**src/rtl/bcd_to_bin.sv**
```systemverilog
// bcd_to_bin: sequential two-digit BCD to 6-bit binary converter.
// Used to write time-set digits from the BCD display side back into the
// binary hour/minute/second counters. The tens digit is multiplied by ten as
// (msb << 3) + (msb << 1) over two cycles, then the units digit is added.
// Valid/ready handshakes on both the input and output sides.
// Optional build macro: BCD_TO_BIN_SATURATE_EN. When defined, a range
// overflow with legal digits reports MAX_VAL instead of 0.
module bcd_to_bin #(
  parameter int unsigned MAX_VAL = 59
) (
  input  logic       i_clk,
  input  logic       i_reset_n,
  input  logic       i_clear,
  input  logic [3:0] i_bcd_msb,
  input  logic [3:0] i_bcd_lsb,
  input  logic       i_valid,
  output logic       o_ready,
  output logic [5:0] o_bin,
  output logic       o_err,
  output logic       o_valid,
  input  logic       i_ready
);

  typedef enum logic [2:0] {
    ST_IDLE,
    ST_MUL8,
    ST_MUL2,
    ST_ADD,
    ST_DONE
  } state_t;

  localparam logic [7:0] LP_MAX_ACC = 8'(MAX_VAL);
  localparam logic [5:0] LP_MAX_BIN = 6'(MAX_VAL);

  state_t     r_state;
  state_t     w_state_next;
  logic [3:0] r_msb;
  logic [3:0] r_lsb;
  logic       r_digit_err;
  logic [7:0] r_acc;
  logic [5:0] r_bin;
  logic       r_err;

  logic       w_accept;
  logic [7:0] w_sum;
  logic       w_range_err;
  logic [5:0] w_bin_next;
  logic       w_err_next;

  // Handshake flags come straight from the state so they never lag it.
  assign o_ready = (r_state == ST_IDLE);
  assign o_valid = (r_state == ST_DONE);
  assign o_bin   = r_bin;
  assign o_err   = r_err;

  // A clear in the same cycle as an offered input wins, so nothing is captured.
  assign w_accept    = i_valid && o_ready && !i_clear;
  assign w_sum       = r_acc + {4'd0, r_lsb};
  assign w_range_err = (w_sum > LP_MAX_ACC);

  // State register.
  always_ff @(posedge i_clk or negedge i_reset_n) begin
    if (!i_reset_n) begin
      r_state <= ST_IDLE;
    end else begin
      r_state <= w_state_next;
    end
  end

  // Next-state sequencing; fixed four-cycle path regardless of digit legality.
  always_comb begin
    w_state_next = r_state;
    if (i_clear) begin
      w_state_next = ST_IDLE;
    end else begin
      case (r_state)
        ST_IDLE: if (i_valid) w_state_next = ST_MUL8;
        ST_MUL8: w_state_next = ST_MUL2;
        ST_MUL2: w_state_next = ST_ADD;
        ST_ADD:  w_state_next = ST_DONE;
        ST_DONE: if (i_ready) w_state_next = ST_IDLE;
        default: w_state_next = ST_IDLE;
      endcase
    end
  end

  // Result formatting: illegal digits always report 0, range overflow is build-dependent.
  always_comb begin
    w_err_next = r_digit_err || w_range_err;
    w_bin_next = w_sum[5:0];
`ifdef BCD_TO_BIN_SATURATE_EN
    if (r_digit_err) begin
      w_bin_next = 6'd0;
    end else if (w_range_err) begin
      w_bin_next = LP_MAX_BIN;
    end
`else
    if (w_err_next) begin
      w_bin_next = 6'd0;
    end
`endif
  end

  // Datapath: digit capture, shift-add accumulation and the held output registers.
  always_ff @(posedge i_clk or negedge i_reset_n) begin
    if (!i_reset_n) begin
      r_msb       <= 4'd0;
      r_lsb       <= 4'd0;
      r_digit_err <= 1'b0;
      r_acc       <= 8'd0;
      r_bin       <= 6'd0;
      r_err       <= 1'b0;
    end else begin
      case (r_state)
        ST_IDLE: begin
          if (w_accept) begin
            r_msb       <= i_bcd_msb;
            r_lsb       <= i_bcd_lsb;
            r_digit_err <= (i_bcd_msb > 4'd9) || (i_bcd_lsb > 4'd9);
          end
        end
        ST_MUL8: r_acc <= {1'b0, r_msb, 3'b000};
        ST_MUL2: r_acc <= r_acc + {3'b000, r_msb, 1'b0};
        ST_ADD: begin
          if (!i_clear) begin
            r_acc <= w_sum;
            r_bin <= w_bin_next;
            r_err <= w_err_next;
          end
        end
        default: ;
      endcase
    end
  end

endmodule

```
**config.mk**
```make
export PLATFORM = sky130hd
export DESIGN_NAME = bcd_to_bin
export DESIGN_NICKNAME = d
export VERILOG_FILES = /design/src/rtl/bcd_to_bin.sv
export SDC_FILE = /design/constraint.sdc
export NUM_CORES = 1
export LEC_CHECK = 0
export ABC_AREA = 1
export BUFFER_PORTS_ARGS = -buffer_cell sky130_fd_sc_hd__buf_2
export CAP_MARGIN = 20
export CELL_PAD_IN_SITES_DETAIL_PLACEMENT = 1
export CELL_PAD_IN_SITES_GLOBAL_PLACEMENT = 1
export CORE_ASPECT_RATIO = 1.5
export CORE_MARGIN = 3
export CORE_UTILIZATION = 48
export CTS_BUF_LIST = sky130_fd_sc_hd__clkbuf_8
export DETAILED_ROUTE_END_ITERATION = 16
export HOLD_SLACK_MARGIN = 0.03
export PLACE_DENSITY_LB_ADDON = 0.1
export SLEW_MARGIN = 25
export SYNTH_ARGS = -nofsm -noshare
export SYNTH_HDL_FRONTEND = slang
export SYNTH_SLANG_ARGS = --single-unit
```
**constraint.sdc**
```tcl
create_clock -name i_clk -period 3.5 [get_ports i_clk]
set_input_delay 0 -clock i_clk [delete_from_list [all_inputs] [get_ports i_clk]]
set_output_delay 0 -clock i_clk [all_outputs]
set_load 0.02 [all_outputs]
```
---- After elaboration in Yosys (flattened, before gate mapping) ----
Cells that the tools add are included.
cells by class
  $add $sub $neg .......................... 2
  $mul .................................... 0
  div/mod/pow operators ................... 0
  magnitude comparators ................... 3
  eq/ne operators ......................... 7
  shift operators ......................... 0
  mux-type cells .......................... 7
  bitwise operators ....................... 1
  reduce and logical (&&, ||, !) cells .... 11
operators by type and width
  kind                  count
  $pmux W8 S3           1
  $pmux W3 S5           1
  $mux W3               3
  $add A8 B4 Y8         1
  $add A8 B5 Y8         1
  $gt A4 B4 Y1 const B  2
  $gt A8 B6 Y1 const B  1
  $mux W8               1
  $reduce_and A2 Y1     4
  $eq A3 B2 Y1 const B  2
  $mux W6               1
  $eq A3 B1 Y1 const B  1
  $eq A3 B3 Y1 const B  1
  $logic_not A3 Y1      1
  $ne A3 B2 Y1 const B  1
  $ne A3 B3 Y1 const B  1
  $reduce_bool A3 Y1    1
  $logic_and A1 B1 Y1   2
  $logic_or A1 B1 Y1    2
  $ne A2 B2 Y1 const B  1
  $logic_not A1 Y1      1
  $not A1 Y1            1
word-level totals
  flip-flop bits (word level) ............. 27
  bits in latches ......................... 0
  bits in writable memories ............... 0
  bits in read-only memories .............. 0
  input port bits ......................... 13
  output and inout bits ................... 9
  memories kept ........................... 0

---- Depth between registers and ports, before layout ----
Gate-level depths: netlist of run 1.
  depth after elaboration ................. 4
  mapped depth ............................ 13

---- Worst setup path after synthesis of run 1 ----
Ideal clock, no wire load.
  kind .................................... register to register
  from .................................... reg r_lsb[0]
  to ...................................... reg r_bin[2] (netlist: o_bin[2])
  arrival ................................. 1.565 ns
  data required time ...................... 3.377 ns
  slack ................................... 1.813 ns
  stages on the path, launching flop included .. 12
  buffers on the path ..................... 0
  clock period less this slack ............ 1.687 ns
  cells stage by stage .................... dfrtp_1 > ha_1 > inv_1 > fa_1 > inv_1 > nand3_1 > nand3_1 > nand3_1 > nor2_1 > nand2_1 > nand2_4 > a21oi_2
on the way
  word-level cells in the longest chain between the ends .. 4
RTL lines
  item                    line  source
  from (decl)             38    logic [3:0] r_lsb;
  from (signal assigned)  118   r_lsb <= i_bcd_lsb;
  $add A8 B4 Y8 *         58    assign w_sum = r_acc + {4'd0, r_lsb};
  $gt A8 B6 Y1            59    assign w_range_err = (w_sum > LP_MAX_ACC);
  $logic_or A1 B1 Y1      89    w_err_next = r_digit_err || w_range_err;
  $mux W6 *               98    if (w_err_next) begin
  to (signal assigned)    127   r_bin <= w_bin_next;
  to (decl)               41    logic [5:0] r_bin;
Every way passes the cells marked *; elsewhere a longest branch is shown, timed or not.
A chain may end at the register's enable or synchronous reset.

---- Final worst setup path of run 1 ----
  from .................................... reg r_lsb[0]
  to ...................................... reg r_err (netlist: o_err)
on the way
  word-level cells in the longest chain between the ends .. 3
RTL lines
  item                  line  source
  $add A8 B4 Y8         58
  $gt A8 B6 Y1          59
  $logic_or A1 B1 Y1    89
  to (signal assigned)  128   r_err <= w_err_next;
  to (decl)             42    logic r_err;
Every way passes these cells.

==> metrics.txt, run 1 <==
Design Area, Final=roughly 0.0021 mm²; Startpoint Class=flip-flop; clock sink count=27; synthesized instance count=237; core region area=roughly 0.0035 mm²; Final Hold Fails=0; postcts setup bufs=0; area share of the largest cell type after synthesis=a little under two fifths; antenna violations before repair=0; # IOs=22; H-tree levels=1; DIE WIDTH=about 56 µm; Synth area leaders=dfrtp_1 (37%), nand2_1 (14%), inv_1 (7.6%); relative slew slack=approximately 58%; Worst Hold Class=primary input to async pin; critical path required time=between 3000 and 4000 ps; die outline height=a little over 80 µm; Placed Cells=around 300; peak supply drop=about 0.00033 V; Max Cap Violations=0; crit path DAT=about 2200 ps; cell taking the most area after synthesis=dfrtp_1; number of remaining DRC errors=0; Layout Nets=approximately 300; vias in the first global route=between 2000 and 2500; Port-buffer cells=21; syn nets=260; Max Root-Sink Buffers=2; share of layout cells above drive strength 1=approximately 18%; Final period util=between 50% and 60%; Worst setup EP type=flip-flop; Vias=1740; first-pass GRT wire length=between 9000 and 10000 µm; overall routing resource usage=between 20% and 30%; TritonCTS clock tree=built; Slew Viols, Final=0; CTS root buf=clkbuf_8; Synth cell types=33; Final Routed Wirelength=5573 µm; FMAX=a little over 500 MHz; # rows=26; leakage dissipation=between 1 and 1.5 nW; Tmin final=1970 ps; clk_lat worst skew=around 280 ps; WL/cell=around 18 µm; status=complete, no violations; Syn-to-layout area delta=16.55%; Mapped Area=roughly 0.0018 mm²; DP HPWL=3802 µm; WHS=between 200 and 300 ps; Slew @ Worst Pin=roughly 640 ps; CP Class=flip-flop to flip-flop; DRT iter0 DRCs=48; syn_area_per_cell=7.687 µm²; flops & latches, synth=27; Final setup viols=0; pwr/cell area=627.5 mW/mm²; Vias/cell=5.541; # diodes=0; pin count of the biggest net entering global routing=28; RSZ-0062 raised after global routing=false; clock skew=around 7.4 ps; Clock transition at path regs=approximately 100 ps; Post-DP Area=around 0.002 mm²; Num CTS Buffers=3; gpl congestion=between 0.8 and 0.9; post-route antenna net violation count=0; Layout Cells excl Fill=roughly 310; Power Total=~1.3 mW; Die Area=~0.0046 mm²; drt pass-1 iters=4; Yosys warnings=0; worst-path fanout max=7; Seq/Total Area, Yosys=a little under two fifths; setup TNS=0 ps; GRT overflow=0; Initial Utilization=about half
==> per-stage QoR <==
stage	util, %	setup WS [ps]
6_report	60.43	1530
5_1_grt	60.43	1373
4_1_cts	60.43	1523
3_5_place_dp	55.63	1570
3_3_place_gp	55.63	1647
2_1_floorplan	-	1813
==> worst max-delay path: stages, from the launching register on <==
cell and delay [ps]:
dfrtp_1 370, ha_1 190, inv_1 60, fa_1 400
inv_1 100, nand3_1 100, nand3_1 130, nand3_1 90
nor2_1 100, nand2_1 100, nand2_4 150, nand2_1 60
nand2_1 80
==> area by class of cell <==
type	instances	area, µm²
repair buffers	33	225.2
inverters	41	155.1
multi-input cells	167	965.9
clock buffers	3	41.29
flip-flops and latches	27	675.6
well taps	42	52.55
fillers	437	1390
clock inverters	1	7.507
==> where the power goes <==
group / internal, mW / total, mW / switching [mW]
Combinational: 0.235 / 0.661 / 0.426
Sequential: 0.396 / 0.485 / 0.0885
Clock: 0.0810 / 0.186 / 0.105
Total: 0.713 / 1.33 / 0.620
==> per-layer routing <==
metal	routed length, µm	part of all wire, %	global-route usage (%)	up-vias
li1	-	-	-	831
met1	2137	38	28.41	843
met5	0	0	0	-
met4	231	4.1	12.59	0
met3	141	2.5	2.987	21
met2	3062	55	52.93	45
==> state kept, by name (all words and copies together) (netlist names) <==
| name | flops |
|---|---|
| o_bin | 6 |
| o_err | 1 |
| r_lsb | 4 |
| r_acc | 8 |
| r_digit_err | 1 |
| r_msb | 4 |
| r_state | 3 |
==> final timing paths <==
| path | to | cells past startpoint | slack [ps] | startpoint |
|---|---|---|---|---|
| min in group i_clk | r_state[1] | 3 | 460 | i_clear |
| worst min-delay path | o_err | 2 | 260 | i_reset_n |
| worst max-delay path | o_err | 12 | 1530 | r_lsb[0] |
| worst max register to register | o_err | 12 | 1530 | r_lsb[0] |
| worst min register to register | o_bin[4] | 2 | 500 | o_bin[4] |
| max in group asynchronous | r_acc[1] | 2 | 2820 | i_reset_n |
==> synthesized netlist by cell type, drive strengths merged <==
cell type,n
o221ai,1
inv,40
a21oi,15
o21ai,16
xor2,1
nor3,2
clkinv,1
nand3b,1
nand3,22
buf,2
nand2,71
mux2i,1
ha,8
nor2,16
dfrtp,27
a211oi,2
o211ai,1
o2111a,1
xnor2,1
nand4,4
mux2,2
fa,2
==> logic make-up after synthesis <==
group	Yosys count	synth area share, %
buffers and inverters	43	9.889
muxes	3	1.786
adders and majority gates	10	7.693
DFF	27	37.09
xor gates and xnor gates	2	0.9617
and+or+nand+nor	116	30.49
AOI/OAI and AO/OA	36	12.09
==> cell usage in the layout, fill, tap and decap left out, types with 8 or more instances in the layout <==
cell           count
a21oi_1           11
dlygate4sd3_1     12
ha_1               8
nor2_1            12
nand2_1           66
inv_1             37
o21ai_1           10
buf_2             21
nand3_1           18
dfrtp_1           27
==> repair_timing <==
action                                 4_1_cts  5_1_grt
gates resized for setup                      0        0
endpoints found under the hold margin       39        0
hold buffers                                12        0
Power figures use the tool's default switching activity.
==> inputs of run 2 (changes only) <==
CORE_UTILIZATION = 44   (was 48)
clock period = 1.9 ns   (was 3.5 ns; I/O delays follow)
==> metrics.txt, run 2 (same netlist as run 1, synthesis figures left out) <==
Worst setup EP type=flip-flop; FF-to-FF Start=r_acc[0]; Placed Cells=slightly above 300; Final Hold Fails=0; Initial Utilization=between 40% and 50%; Max Cap Violations=0; commonest non-fill, non-tap cell in the layout=nand2_1; relative slew slack=around 57%; Num CTS Buffers=3; clock share of power=a little over an eighth; Slew @ Worst Pin=650.2 ps; drt pass-1 iters=4; Final period util=between 90 and 100%; Max Root-Sink Buffers=2; number of remaining DRC errors=0; GRT overflow=0; CTS root buf=clkbuf_8; Worst R2R Path Depth=12; core region area=around 0.0040 mm²; status=complete, no violations; Port-buffer cells=21; Die Area=between 0.004 and 0.005 mm²; Vias=about 1700; setup ws final=about 93 ps; WHS=between 200 and 300 ps; share of layout cells above drive strength 1=a little under a quarter; Final Routed Wirelength=just under 5000 µm; Net Sw Power=1.137 mW; overall routing resource usage=about 22%; WL/cell=15.22 µm; gpl congestion=around 0.80; DP HPWL=between 3000 and 4000 µm; crit path DAT=~2000 ps; Final Util=56.04%; Critical R2R Capture=o_err; first-pass GRT wire length=~8500 µm; post-route antenna net violation count=0; Final setup viols=0; Layout Nets=301; antenna violations before repair=0; Layout Cells excl Fill=approximately 320; clock skew=5.529 ps; # rows=28; FMAX=~550 MHz; FF-to-FF setup slack=between 90 and 100 ps; total internal power=approximately 1.4 mW; worst-path fanout max=7; Tmin final=about 1800 ps; clock sink count=27; Sw Ratio=44.98%; Worst Hold Class=primary input to async pin; top sig layer=met4; # IOs=22; most flop-heavy register=r_acc; Clock transition at path regs=roughly 100 ps; Filler cells=a little over 500; Setup crit start=r_acc[0]; Syn-to-layout area delta=21.77%; H-tree levels=1; Vias/cell=~5.3; peak supply drop=around 0.0007 V; leakage dissipation=between 1 and 1.5 nW; die outline height=~85 µm; CP Class=flip-flop to flip-flop; RSZ-0062 raised after global routing=true; Gate power share=a little over half; register share of total power=between 30% and 40%; DRT iter0 DRCs=28; vias in the first global route=1797; TritonCTS clock tree=built; critical path required time=2120 ps; pwr/cell area=1139 mW/mm²; CP endpoint=o_err; pin count of the biggest net entering global routing=28; met3 WL post-DR=116 µm; Slew Viols, Final=0; Largest register FFs=8; Startpoint Class=flip-flop; commonest cells after routing, fill and taps aside=nand2_1 (63), inv_1 (36), dfrtp_1 (27); DIE WIDTH=approximately 59 µm; DRT met1 WL=1939 µm; clk_lat worst skew=between 200 and 300 ps; DR WL met2=2760 µm; # diodes=0; Power Total=~2.5 mW; pre-CTS setup slack=around 25 ps
-- run 2: cell count changes in the layout (fill, tap and decap cells not counted), sizes merged --
cell      previous run  this run
buf                 21        26
clkinvlp             1         0
inv                 40        41
-- run 2: worst max-delay path: stages (launching register included) --
cell and delay (ps):
dfrtp_1 370, ha_2 180, inv_1 50, fa_2 350
inv_2 90, nand3_4 70, nand3_2 100, nand3_1 90
nor2_1 100, nand2_1 90, nand2_4 130, nand2_1 70
nand2_1 60
-- run 2: final cells by class --
class | instances | area [µm²] | share of cell area (%)
clock buffers | 3 | 41.29 | 1.861
clock inverters | 1 | 3.754 | 0.1692
inverters | 41 | 155.1 | 6.994
multi-input cells | 167 | 1023 | 46.14
flip-flops and latches | 27 | 675.6 | 30.46
well taps | 45 | 56.30 | 2.538
repair buffers | 38 | 262.8 | 11.84
-- run 2: metrics by stage --
step / TNS, ps / cell area (µm²)
floorplan: 0 / 1822
global placement: 0 / 1981
detailed placement: 0 / 1981
CTS: 0 / 2146
global route: -53.61 / 2218
finish: 0 / 2218
-- run 2: worst min path at each step --
stage,start,endpoint,cells past startpoint
6_report,i_reset_n,r_acc[6],2
5_1_grt,i_reset_n,r_acc[6],2
4_1_cts,i_reset_n,r_acc[5],2
3_5_place_dp,i_reset_n,r_acc[5],1
3_3_place_gp,i_reset_n,r_acc[5],1
2_1_floorplan,i_reset_n,o_bin[0],0
-- run 2: layer usage --
metal	vias to the layer above	global-route usage, %
li1	842	-
met1	834	25.97
met2	27	41.51
met3	9	3.077
met4	0	5.485
met5	-	0
-- run 2: power groups by stage --
stage	logic, mW	clock network [mW]	registers, mW
floorplan	0.796	0	0.916
global placement	1.18	0	0.875
detailed placement	1.20	0	0.880
CTS	1.23	0.348	0.869
global route	1.49	0.368	0.905
finish	1.31	0.336	0.877
-- run 2: repair_timing --
item                       in CTS  in global routing
setup endpoints to repair       0                 10
gates resized for setup         0                 15
hold buffers                   12                  0
hold endpoints to repair       39                  0
buffers inserted                0                  2
==> inputs of run 3 (changes only) <==
CORE_MARGIN = unset   (was 3)
==> metrics.txt, run 3 (same netlist as run 1, synthesis figures left out) <==
Port-buffer cells=21; Syn-to-layout area delta=20.33%; overall routing resource usage=25.99%; Vias=~1700; # rows=28; RSZ-0062 raised after global routing=true; CP max stage delay=roughly 370 ps; leakage dissipation=1.154 nW; Initial Utilization=approximately 46%; CTS root buf=clkbuf_8; Vias/cell=roughly 5.3; pwr/cell area=~1100 mW/mm²; relative slew slack=roughly 57%; cells along the critical path=ha_2, inv_2, fa_2, inv_2, nand3_2, nand3_1, nand3_1, nor2_1, nand2_1, nand2_4, a21oi_2; worst-path fanout max=7; post-route antenna net violation count=0; commonest non-fill, non-tap cell in the layout=nand2_1; pin count of the biggest net entering global routing=28; Worst Hold Class=primary input to async pin; FMAX=563.9 MHz; multi-input combinational cell area=0.001011 mm²; Largest delay share family, worst path=simple AND/OR/NAND/NOR gates; Filler cells=a little over 500; critical path required time=2060 ps; Die Area=about 0.0044 mm²; commonest cells after routing, fill and taps aside=nand2_1 (64), inv_1 (34), dfrtp_1 (27); most flop-heavy register=r_acc; critical path depth=11; WL/cell=around 16 µm; Num CTS Buffers=3; first-pass GRT wire length=around 8100 µm; Worst R2R Path Depth=11; Tmin final=~1800 ps; Layout Nets=299; DP HPWL=3771 µm; Largest register FFs=8; Final Routed Wirelength=5006 µm; drt pass-1 iters=4; # IOs=22; Final period util=about 93%; Power Total=between 2 and 2.5 mW; Design Area, Final=roughly 0.0022 mm²; Max Cap Violations=0; gpl congestion=just over 0.8; H-tree levels=1; # diodes=0; DRT iter0 DRCs=26; Final Hold Fails=0; Slew Viols, Final=0; peak supply drop=roughly 0.00055 V; number of remaining DRC errors=0; DIE WIDTH=54.54 µm; Slew @ Worst Pin=between 600 and 700 ps; Max Root-Sink Buffers=2; Worst setup EP type=flip-flop; GRT overflow=0; TritonCTS clock tree=built; clk_lat worst skew=around 280 ps; Final setup viols=0; Clock transition at path regs=100 ps; WP buf/inv=2; crit path DAT=about 1900 ps; vias in the first global route=approximately 1800; die outline height=just over 80 µm; crit path max-delay cell type=dfrtp_1; core region area=between 0.003 and 0.004 mm²; clock sink count=27; clock skew=around 7.2 ps; share of layout cells above drive strength 1=between 20% and 30%; antenna violations before repair=0; status=complete, no violations; Startpoint Class=flip-flop; CP Class=flip-flop to flip-flop; Register Area=between 600 and 700 µm²; Post-DP Area=between 0.0015 and 0.002 mm²
[run 3: final cells by class]
class	instances	area share, %
multi-input cells	167	46.12
flip-flops and latches	27	30.82
repair buffers	36	11.30
inverters	41	7.078
well taps	45	2.568
clock buffers	3	1.884
clock inverters	1	0.2283
[run 3: path summary, 6_finish.rpt]
kind,startpoint,to,slack (ps)
max in group asynchronous,i_reset_n,o_bin[2],1210
worst min register to register,o_bin[4],o_bin[4],480
worst max-delay path,r_lsb[0],o_bin[1],130
min in group i_clk,i_clear,r_state[1],460
worst min-delay path,i_reset_n,r_acc[5],270
worst max register to register,r_lsb[0],o_bin[1],130
[run 3: report_power, final]
part	leakage [nW]	switching [mW]	total, mW	internal, mW
clock network	0.0255	0.192	0.339	0.147
logic	0.793	0.775	1.28	0.502
registers	0.336	0.153	0.883	0.730
[run 3: what timing repair did]
action | CTS | global route
pin swaps | 1 | 2
buffers inserted | 0 | 1
gates cloned | 0 | 0
endpoints found under the hold margin | 38 | 0
setup endpoints to repair | 1 | 9
resized for setup | 0 | 14
hold buffers | 12 | 0
[run 3: layer usage]
metal  GRT usage [%]  wire (µm)  vias up
li1                -          -      836
met1           29.28       2032      819
met2           48.78       2844       19
met3           2.247         57        6
met4           8.205         72        0
met5               0          0        -
[run 3: stage by stage]
stage	utilization [%]	hold WS, ps	TNS, ps	setup WS, ps	cells
finish	55.37	265.8	0	126.5	320
global route	55.37	348.4	-82.60	-38.42	320
CTS	54.05	294.2	0	4.208	319
detailed placement	49.84	64.36	0	32.46	303
global placement	49.84	54.47	0	130.2	303
floorplan	-	-295.6	0	212.5	237
